## src/rtl/contador_param.sv

```systemverilog
// WIDTH-bit up/down/step/load counter with a programmable wrap limit and optional saturation.
// Q, rco and load are all registered; arithmetic is carried out in WIDTH+1 bits, modulo (limit+1).
module contador_param #(
    parameter int WIDTH    = 4,
    parameter int STEP     = 3,
    parameter int SATURATE = 0
) (
    input  logic             clk,
    input  logic             reset,
    input  logic             enable,
    input  logic [1:0]       mode,
    input  logic [WIDTH-1:0] D,
    input  logic [WIDTH-1:0] limit,
    output logic [WIDTH-1:0] Q,
    output logic             rco,
    output logic             load
);

    localparam int W1 = WIDTH + 1;
    localparam logic [W1-1:0] STEP_X = W1'(STEP);

    typedef enum logic [1:0] {
        MODE_UP   = 2'b00,
        MODE_DOWN = 2'b01,
        MODE_STEP = 2'b10,
        MODE_LOAD = 2'b11
    } mode_t;

    logic [W1-1:0]    q_x;
    logic [W1-1:0]    lim_x;
    logic [W1-1:0]    mod_x;
    logic [W1-1:0]    step_red;
    logic [W1-1:0]    step_wrap;
    logic [WIDTH-1:0] q_next;
    logic             rco_next;
    logic             load_next;

    // Reducing STEP mod (limit+1) first keeps the wrapped step correct when STEP > limit+1.
    always_comb begin
        q_x       = {1'b0, Q};
        lim_x     = {1'b0, limit};
        mod_x     = lim_x + W1'(1);
        step_red  = STEP_X % mod_x;
        step_wrap = (q_x + mod_x - step_red) % mod_x;
    end

    always_comb begin
        q_next    = Q;
        rco_next  = 1'b0;
        load_next = 1'b0;
        case (mode_t'(mode))
            MODE_UP: begin
                if (q_x >= lim_x) begin
                    q_next   = (SATURATE != 0) ? limit : '0;
                    rco_next = 1'b1;
                end else begin
                    q_next = Q + WIDTH'(1);
                end
            end
            MODE_DOWN: begin
                if (Q == '0) begin
                    q_next   = (SATURATE != 0) ? '0 : limit;
                    rco_next = 1'b1;
                end else begin
                    q_next = Q - WIDTH'(1);
                end
            end
            MODE_STEP: begin
                if (q_x >= STEP_X) begin
                    q_next = WIDTH'(q_x - STEP_X);
                end else begin
                    q_next   = (SATURATE != 0) ? '0 : WIDTH'(step_wrap);
                    rco_next = 1'b1;
                end
            end
            MODE_LOAD: begin
                q_next    = D;
                load_next = 1'b1;
            end
            default: begin
                q_next = Q;
            end
        endcase
    end

    always_ff @(posedge clk or posedge reset) begin
        if (reset) begin
            Q    <= '0;
            rco  <= 1'b0;
            load <= 1'b0;
        end else if (enable) begin
            Q    <= q_next;
            rco  <= rco_next;
            load <= load_next;
        end else begin
            rco  <= 1'b0;
            load <= 1'b0;
        end
    end

endmodule

```

## config.mk

```make
export PLATFORM = sky130hd
export DESIGN_NAME = contador_param
export DESIGN_NICKNAME = d
export VERILOG_FILES = /design/src/rtl/contador_param.sv
export SDC_FILE = /design/constraint.sdc
export NUM_CORES = 1
export LEC_CHECK = 0
export ABC_CLOCK_PERIOD_IN_PS = 7700
export BUFFER_PORTS_ARGS = -buffer_cell sky130_fd_sc_hd__buf_4
export CAP_MARGIN = 20
export CORE_MARGIN = 2
export CORE_UTILIZATION = 45
export CTS_CLUSTER_DIAMETER = 150
export DETAILED_ROUTE_END_ITERATION = 10
export HOLD_SLACK_MARGIN = 0.03
export PLACE_DENSITY_LB_ADDON = 0.08
export REMOVE_ABC_BUFFERS = 1
export SLEW_MARGIN = 20
export SYNTH_ARGS = -nofsm -noshare
export SYNTH_HDL_FRONTEND = slang
export SYNTH_SLANG_ARGS = --single-unit
```

## constraint.sdc

```tcl
create_clock -name clk -period 7.7 [get_ports clk]
set_clock_uncertainty 0.2 [all_clocks]
set_input_delay 1.54 -clock clk [delete_from_list [all_inputs] [get_ports clk]]
set_output_delay 1.54 -clock clk [all_outputs]
set_load 0.01 [all_outputs]
```

**Word level (Yosys, flattened, before mapping)**

Index checks and enable logic that the tools add are counted.

- Register bits after elaboration: 6
- Output and inout port bits: 6

- Add/subtract/negate cells: 6
- Divide/modulo/power cells: 2
- Order comparisons: 2
- Equal/unequal tests: 3
- Mux-type cells: 11
- Reduce and logical (&&, ||, !) cells: 2

Operator list:

| operator | count |
|---|---|
| $pmux W4 S4 | 1 |
| $mux W4 | 3 |
| $mux W1 | 6 |
| $add A4 B1 Y5 const B | 1 |
| $add A4 B5 Y5 | 1 |
| $mod A2 B5 Y5 const A | 1 |
| $mod A5 B5 Y5 | 1 |
| $sub A5 B5 Y5 | 1 |
| $add A4 B1 Y4 const B | 1 |
| $eq A2 B2 Y1 const B | 2 |
| $ge A4 B2 Y1 const B | 1 |
| $ge A4 B4 Y1 | 1 |
| $logic_not A4 Y1 | 1 |
| $sub A4 B1 Y4 const B | 1 |
| $sub A4 B2 Y4 const B | 1 |
| $pmux W1 S3 | 1 |
| $eq A2 B1 Y1 const B | 1 |
| $logic_not A2 Y1 | 1 |

**Depth between registers and ports, before layout**

Gate-level depths: netlist (run 1).

- Depth in word-level cells: 6
- Mapped depth: 54
- Depth with buffers taken out: 54

**Least setup slack after synthesis (run 1)**

Ideal clock, no wire load.

- Path type: input to register
- Start point: in limit[0]
- End point: reg Q[0]
- Library setup time: 82 ps
- Arrival time: 11682 ps
- Required time: 7418 ps
- Slack: -4264 ps
- Stages on the path: 51
- Path through: ha_1 > xnor2_1 > ha_1 > nand2b_1 > a21oi_1 > o21ai_2 > inv_1 > ha_1 > or4b_1 > a31o_1 > a31oi_2 > a21oi_1 > ha_1 > o21a_1 > nor2_1 > a21o_1 > mux2_2 > fa_1 > [15 not listed] > o21ai_0 > a31oi_1 > o21ai_2 > inv_1 > mux2_2 > ha_1 > a41o_1 > o221ai_1 > mux2_2 > inv_1 > ha_1 > o21ai_0 > a21boi_0 > o21ai_0 > o2bb2ai_1 > mux2i_1 > a21oi_1 > a31oi_1

- Longest elaborated chain between the ends: 6

RTL lines:

| what | RTL line | source |
|---|---|---|
| start, declared | 13 | `input logic [WIDTH-1:0] limit,` |
| $add A4 B1 Y5 | 42 | `mod_x = lim_x + W1'(1);` |
| $mod A2 B5 Y5 or $add A4 B5 Y5 (tied branches) | 43, 44 |  |
| $sub A5 B5 Y5 | 44 | `step_wrap = (q_x + mod_x - step_red) % mod_x;` |
| $mod A5 B5 Y5 | 44 |  |
| $mux W4 | 69 | `if (q_x >= STEP_X) begin` |
| $pmux W4 S4 (*) | 51 | `case (mode_t'(mode))` |
| end signal, assigned | 92 | `Q <= q_next;` |
| end, declared | 14 | `output logic [WIDTH-1:0] Q,` |

Mark *: on every way between the ends. The rest lies on a longest branch, timed or not.
A chain may end at the register's enable or synchronous reset.

**Worst setup path after layout (run 1)**

Same ends and word-level chain as after synthesis.

==> results of run 1 <==
[state kept, by name, summed over array words and instances (netlist names)]
name	cells
rco	1
load	1
Q	4
[layer usage]
layer,GRT usage,vias up
met5,0,-
met4,0.1172,0
met3,0.02332,28
met2,0.4970,85
met1,0.3570,1312
li1,-,1301
[cells in the final DEF, fill, tap and decap left out, drive strengths merged, types with 3 or more instances in the layout]
cell type	n
buf	148
ha	39
inv	32
o21ai	25
a21oi	23
nor2	22
xnor2	11
nand2	10
xor2	9
nand2b	8
mux2	8
a31oi	7
nor3	7
dfrtp	6
mux2i	6
a21o	5
fa	5
o21a	4
nand3	3
nor3b	3
and3	3
clkbuf	3
nor2b	3
[logic make-up (layout without fill, tap and decap cells)]
group	count (synthesis)	in the layout
compound gates	87	87
simple gates	70	70
fa+ha+maj	44	44
buf+inv	41	183
xor+xnor	20	20
mux	14	14
flops	6	6
other cells	1	1
[repair_timing]
| item | 4_1_cts | 5_1_grt |
|---|---|---|
| gates resized for setup | 44 | 28 |
| setup buffers | 41 | 9 |
| setup endpoints to repair | 4 | 4 |
| pin swaps | 40 | 34 |
[stage by stage]
step                        util  hold WS, ps  instance area, µm²  std cells
after CTS                 0.7485        547.8                3512        471
after global placement    0.6285        575.9                2949        427
after global routing      0.7963        606.5                3736        479
after floorplan                -        510.8                2138        274
after detailed placement  0.6285        551.3                2949        427
final                     0.7963        566.2                3736        479
[area by class of cell]
type / instances / area [µm²]
multi-input cells: 236 / 2225
repair buffers: 148 / 1130
flip-flops and latches: 6 / 150.1
inverters: 32 / 122.6
clock buffers: 3 / 41.29
well taps: 54 / 67.56
fillers: 321 / 955.9
[critical path: cells and delay by family]
| kind | cells | cell delay, ps |
|---|---|---|
| and+or+nand+nor | 8 | 1330 |
| muxes | 4 | 1180 |
| AOI/OAI and AO/OA | 22 | 2990 |
| adders and majority gates | 11 | 3160 |
| xor gates and xnor gates | 3 | 510 |
| buffers and inverters | 5 | 440 |
[worst paths after layout]
kind	end	slack, ps	depth (start not counted)
setup reg to reg	Q[0]$_DFFE_PP0P_	500	36
hold / removal	Q[1]$_DFFE_PP0P_	570	3
max in group asynchronous	Q[1]$_DFFE_PP0P_	6090	2
hold reg to reg	Q[1]$_DFFE_PP0P_	570	3
min in group asynchronous	rco$_DFF_PP0_	1030	2
setup / recovery	Q[0]$_DFFE_PP0P_	-3530	53
==> qor.json, run 1 <==
{
  "top_layer": "met4",
  "crit_path_top_delay_cell": "sky130_fd_sc_hd__or4b_4",
  "yosys.area.top_type_share": 0.2244,
  "worst-slew-pin-transition_ps": 596.6,
  "grt-ovfl-total": 0,
  "drc_errors": 0,
  "initial_utilization": 0.4635,
  "worst_slew_margin_rel": 0.5992,
  "synth_sequential_area_ratio": 0.06904,
  "globalRouteTotalUtil": 0.2844,
  "dp_worst_setup_slack_ps": -4356,
  "postCtsHoldBufs": 0,
  "io_pins": 19,
  "fp.dieH_um": 73.52,
  "cts_root_buf": "sky130_fd_sc_hd__clkbuf_8",
  "synth_top_family_by_area": "adder cells",
  "routed-wl-met2_um": 4220,
  "initial_antenna_violation_count": 0,
  "routedLengthMet1_um": 3268,
  "max_clock_freq_mhz": 89.01,
  "nets": 484,
  "worstSetupPathType": "in -> reg",
  "timing.critical_path.to_type": "flop",
  "insertedDiodeCount": 0,
  "htree_levels": 1,
  "vias": 2726,
  "rows": 25,
  "rsz0062_at_grt": "yes",
  "synth-adder-area-share": 0.2704,
  "post-synth-top-count-cell": "sky130_fd_sc_hd__ha_1",
  "synth-edff-count": 0,
  "maximum_number_of_pins_on_one_net_before_global_route_repair": 17,
  "worst_path_largest_cell_delay_ps": 520,
  "clkSinkCount": 6,
  "ys.flop_type": "sky130_fd_sc_hd__dfrtp_1",
  "wl_um": 8086,
  "netlist_instances": 283,
  "cts_tree": "yes",
  "outcome": "finished, violations left",
  "synth_xor_xnor_area_share": 0.08400,
  "detailroute.wirelength.met3_um": 292,
  "worstHoldPathType": "reg -> reg",
  "report.final.hold_viol_count": 0,
  "synth-warning-count": 0,
  "wp_data_arrival_ps": 11180,
  "timing.critical_path.from_type": "input pin",
  "final_period_minus_worst_setup_slack_ps": 11230,
  "worst_skew_pair.late_latency_ps": 230,
  "tritoncts_buffer_count": 3,
  "synth_simple_gate_area_share": 0.1674,
  "finalWorstSetupSlack_ps": -3535,
  "core_area_mm2": 0.004692,
  "setup_total_negative_slack_ps": -14030,
  "routedWlPerCell_um": 16.88,
  "postSynthRegisterBits": 6,
  "viasPerCell": 5.691,
  "ys_types": 58,
  "final_min_period_over_clock_period": 1.459,
  "netlist_top_cells_area": "sky130_fd_sc_hd__ha_1, sky130_fd_sc_hd__dfrtp_1, sky130_fd_sc_hd__inv_1",
  "setup_viol": 4,
  "max-clock-path-buffers": 2,
  "mapped_avg_cell_area_um2": 7.684,
  "drtIter0Drc": 151,
  "synth.largest_area_cell": "sky130_fd_sc_hd__ha_1",
  "die_area_mm2": 0.005404,
  "port-buffer-count": 18,
  "grt_pass1_vias": 2648,
  "violations_in_the_final_reports": "negative setup slack",
  "yosys-top-cells-count": "sky130_fd_sc_hd__ha_1, sky130_fd_sc_hd__inv_1, sky130_fd_sc_hd__a21oi_1, sky130_fd_sc_hd__nor2_1, sky130_fd_sc_hd__o21ai_0",
  "drtAntennaViolNets": 0,
  "place.detailed.hpwl_um": 4849,
  "share_of_flip_flops_with_an_asynchronous_set_or_reset": 1.000,
  "synth.cell_area_mm2": 0.002175,
  "synthToLayoutAreaGrowth_pct": 71.81,
  "worst-path-max-fanout": 6,
  "required_ps": 7650,
  "drive_gt1_frac": 0.5035,
  "reg2reg_from": "Q[2]$_DFFE_PP0P_",
  "hold_path.startpoint": "Q[1]$_DFFE_PP0P_",
  "gp_congestion": 0.8504,
  "clk_pin_slew_worst_paths_ps": 30,
  "floorplan.die.width_um": 73.52,
  "drv_slew": 0,
  "source_of_the_critical_timing_path": "limit[0]",
  "grt_pass1_wl_um": 12090,
  "drv_cap": 0,
  "muxShareOfSynthArea": 0.07077,
  "drtPass1Iterations": 4,
  "compound_gate_portion_of_the_synthesized_area": 0.2647
}
Power of run 1 is left out: the tool's default activity adds up to more than one toggle a clock period on the data nets, which glitch-free logic cannot reach.
==> inputs of run 2 (changes only) <==
--- a/config.mk
+++ b/config.mk
@@ -5,16 +5,18 @@
 export SDC_FILE = /design/constraint.sdc
 export NUM_CORES = 1
 export LEC_CHECK = 0
-export ABC_CLOCK_PERIOD_IN_PS = 7700
+export ABC_CLOCK_PERIOD_IN_PS = 9700
 export BUFFER_PORTS_ARGS = -buffer_cell sky130_fd_sc_hd__buf_4
 export CAP_MARGIN = 20
 export CORE_MARGIN = 2
 export CORE_UTILIZATION = 45
+export CTS_BUF_LIST = sky130_fd_sc_hd__clkbuf_8
 export CTS_CLUSTER_DIAMETER = 150
 export DETAILED_ROUTE_END_ITERATION = 10
 export HOLD_SLACK_MARGIN = 0.03
 export PLACE_DENSITY_LB_ADDON = 0.08
 export REMOVE_ABC_BUFFERS = 1
+export SETUP_SLACK_MARGIN = 0.02
 export SLEW_MARGIN = 20
 export SYNTH_ARGS = -nofsm -noshare
 export SYNTH_HDL_FRONTEND = slang
==> constraint.sdc (replaced) <==
create_clock -name clk -period 9.7 [get_ports clk]
set_clock_uncertainty 0.2 [all_clocks]
set_input_delay 1.94 -clock clk [delete_from_list [all_inputs] [get_ports clk]]
set_output_delay 1.94 -clock clk [all_outputs]
set_load 0.01 [all_outputs]
==> run 2 against run 1 <==
The run still ends with negative setup slack left. Worst hold slack improved by 38 ps. Global-route usage decreased by 5.5 points. Utilization decreased by 9.8 points. Wire length decreased by 25%. Register-to-register slack improved by 1800 ps. Final cell count decreased by 9.6%. Sequential share of layout area increased by 0.56 points. Highest routed layer unchanged.
==> qor.json, run 2 (same netlist as run 1, synthesis figures left out) <==
{
  "gp_congestion": {"value": 0.8255, "change": "-2.9%"},
  "htree_levels": {"value": 1, "change": "unchanged"},
  "max_clock_freq_mhz": 87.62,
  "floorplan.die.width": {"value": 73.52, "unit": "µm", "change": "unchanged"},
  "worst_slew_margin_rel": {"value": 0.5819, "change": "-0.01738"},
  "drv_cap": {"value": 0, "change": "unchanged"},
  "grt_pass1_vias": {"value": 2222, "change": "-16%"},
  "min_path_cells": {"value": 2, "change": "-1"},
  "finalWorstSetupSlack": {"value": -1712, "unit": "ps", "change": "+1822 ps"},
  "initial_antenna_violation_count": {"value": 0, "change": "unchanged"},
  "layout.cells.most_common": "sky130_fd_sc_hd__buf_4",
  "final_min_period_over_clock_period": 1.177,
  "violations_in_the_final_reports": "negative setup slack",
  "sequential_cell_area": {"value": 150.1, "unit": "µm²", "change": "unchanged"},
  "required": {"value": 9640, "unit": "ps", "change": "+1990 ps"},
  "routedWlPerCell": {"value": 14.06, "unit": "µm", "change": "-17%"},
  "wp_data_arrival": {"value": 11350, "unit": "ps", "change": "+170 ps"},
  "core_area": {"value": 0.004692, "unit": "mm²", "change": "unchanged"},
  "worst_skew_pair.late_latency": {"value": 220, "unit": "ps", "change": "about the same"},
  "timing.critical_path.to_type": "flop",
  "largest_register_ffs": {"value": 4, "change": "unchanged"},
  "worstHoldPathType": "reg -> reg",
  "design_area": {"value": 0.003277, "unit": "mm²", "change": "-12%"},
  "worst-slew-pin-transition": {"value": 622.4, "unit": "ps", "change": "+25.86 ps"},
  "multi_input_comb_area": {"value": 0.002113, "unit": "mm²", "change": "-5.0%"},
  "outcome": "finished, violations left",
  "clkSinkCount": {"value": 6, "change": "unchanged"},
  "wl": {"value": 6089, "unit": "µm", "change": "-25%"},
  "rr_endpoint": "Q[0]$_DFFE_PP0P_",
  "clk_pin_slew_worst_paths": {"value": 40, "unit": "ps", "change": "about the same"},
  "maximum_number_of_pins_on_one_net_before_global_route_repair": {"value": 17, "change": "unchanged"},
  "drtAntennaViolNets": {"value": 0, "change": "unchanged"},
  "setup_viol": {"value": 4, "change": "unchanged"},
  "report.final.hold_viol_count": {"value": 0, "change": "unchanged"},
  "drtIter0Drc": {"value": 89, "change": "-41%"},
  "grt_pass1_wl": {"value": 9956, "unit": "µm", "change": "-18%"},
  "vias": {"value": 2370, "change": "-13%"},
  "crit_path_top_delay_cell": "sky130_fd_sc_hd__fa_1",
  "timing.critical_path.from_type": "input pin",
  "reg_top3": "Q x4, load x1, rco x1",
  "cts_root_buf": "sky130_fd_sc_hd__clkbuf_8",
  "cts_tree": "yes",
  "hold_path.startpoint": "Q[3]$_DFFE_PP0P_",
  "rsz0062_at_grt": "yes",
  "viasPerCell": {"value": 5.473, "change": "-3.8%"},
  "tritoncts_buffer_count": {"value": 3, "change": "unchanged"},
  "grt-ovfl-total": {"value": 0, "change": "unchanged"},
  "worst-path-max-fanout": {"value": 6, "change": "unchanged"},
  "port-buffer-count": {"value": 18, "change": "unchanged"},
  "synthToLayoutAreaGrowth_pct": 50.69,
  "die_area": {"value": 0.005404, "unit": "mm²", "change": "unchanged"},
  "drc_errors": {"value": 0, "change": "unchanged"},
  "worstSetupPathType": "in -> reg",
  "drive_gt1_frac": {"value": 0.4116, "change": "-0.09192"},
  "rrSetupSlack": {"value": 2270, "unit": "ps", "change": "+1770 ps"},
  "initial_utilization": {"value": 0.4635, "change": "unchanged"},
  "drtPass1Iterations": {"value": 5, "change": "+1"},
  "reg2reg_from": "Q[2]$_DFFE_PP0P_",
  "final_cell_mix": "sky130_fd_sc_hd__buf_4, sky130_fd_sc_hd__ha_1, sky130_fd_sc_hd__inv_1",
  "io_pins": {"value": 19, "change": "unchanged"},
  "globalRouteTotalUtil": {"value": 0.2297, "change": "-0.05472"},
  "drv_slew": {"value": 0, "change": "unchanged"},
  "reg2regPathDepth": {"value": 36, "change": "unchanged"},
  "worstHoldEndpoint": "Q[3]$_DFFE_PP0P_",
  "fillerInstances": {"value": 385, "change": "+20%"},
  "placement.cell_area": {"value": 0.002874, "unit": "mm²", "change": "-2.5%"},
  "largest_register": "Q",
  "insertedDiodeCount": {"value": 0, "change": "unchanged"},
  "final_period_minus_worst_setup_slack_ps": 11410,
  "nets": {"value": 438, "change": "-9.5%"},
  "max-clock-path-buffers": {"value": 2, "change": "unchanged"},
  "fp.dieH": {"value": 73.52, "unit": "µm", "change": "unchanged"},
  "place.detailed.hpwl": {"value": 4728, "unit": "µm", "change": "-2.5%"},
  "rows": {"value": 25, "change": "unchanged"},
  "worst_path_largest_cell_delay": {"value": 520, "unit": "ps", "change": "about the same"}
}
==> run 2: per-layer routing <==
metal,track usage,share of wire,vias up,routed length [µm]
met5,0,0,-,0
met4,0.04242,0.012,0,72
met3,0.01646,0.030,12,184
met2,0.4206,0.51,46,3113
met1,0.2952,0.45,1097,2718
li1,-,-,1215,-
==> run 2: how the worst max path moves through the flow <==
stage / from / endpoint / slack [ps] / cells after the start
5_1_grt: limit[1] / Q[0]$_DFFE_PP0P_ / -2160 / 53
3_3_place_gp: limit[0] / Q[0]$_DFFE_PP0P_ / -2480 / 53
4_1_cts: limit[1] / Q[0]$_DFFE_PP0P_ / -1740 / 53
2_1_floorplan: limit[0] / Q[0]$_DFFE_PP0P_ / -2660 / 51
3_5_place_dp: limit[0] / Q[0]$_DFFE_PP0P_ / -2710 / 53
6_report: limit[1] / Q[0]$_DFFE_PP0P_ / -1710 / 53
==> run 2: area by class of cell <==
class	count	share of cell area
multi-input cells	236	0.6449
well taps	54	0.02062
inverters	32	0.03666
flip-flops and latches	6	0.04582
repair buffers	102	0.2394
clock buffers	3	0.01260
==> run 2: critical path, delay by kind of cell <==
family                     cells  cell delay [ps]
muxes                          3              870
AOI/OAI and AO/OA             25             3320
adders and majority gates     11             3110
xor gates and xnor gates       3              410
and+or+nand+nor                6             1380
buffers and inverters          5              350
==> run 2: stage by stage <==
step | hold WS [ps] | util | std cells | setup TNS, ps | worst slack, ps
after floorplan | 510.8 | - | 274 | -10540 | -2664
after global placement | 584.8 | 0.6125 | 417 | -9803 | -2477
after detailed placement | 585.8 | 0.6125 | 417 | -10760 | -2711
after CTS | 603.5 | 0.6837 | 429 | -6910 | -1737
after global routing | 661.3 | 0.6984 | 433 | -8555 | -2165
final | 603.9 | 0.6984 | 433 | -6705 | -1712
==> run 2: what timing repair did <==
action	CTS	global route
hold buffers	0	0
pin swaps	34	24
resized for setup	46	11
setup buffers	9	4
setup endpoints to repair	4	4
Power of run 2 is left out for the same reason.
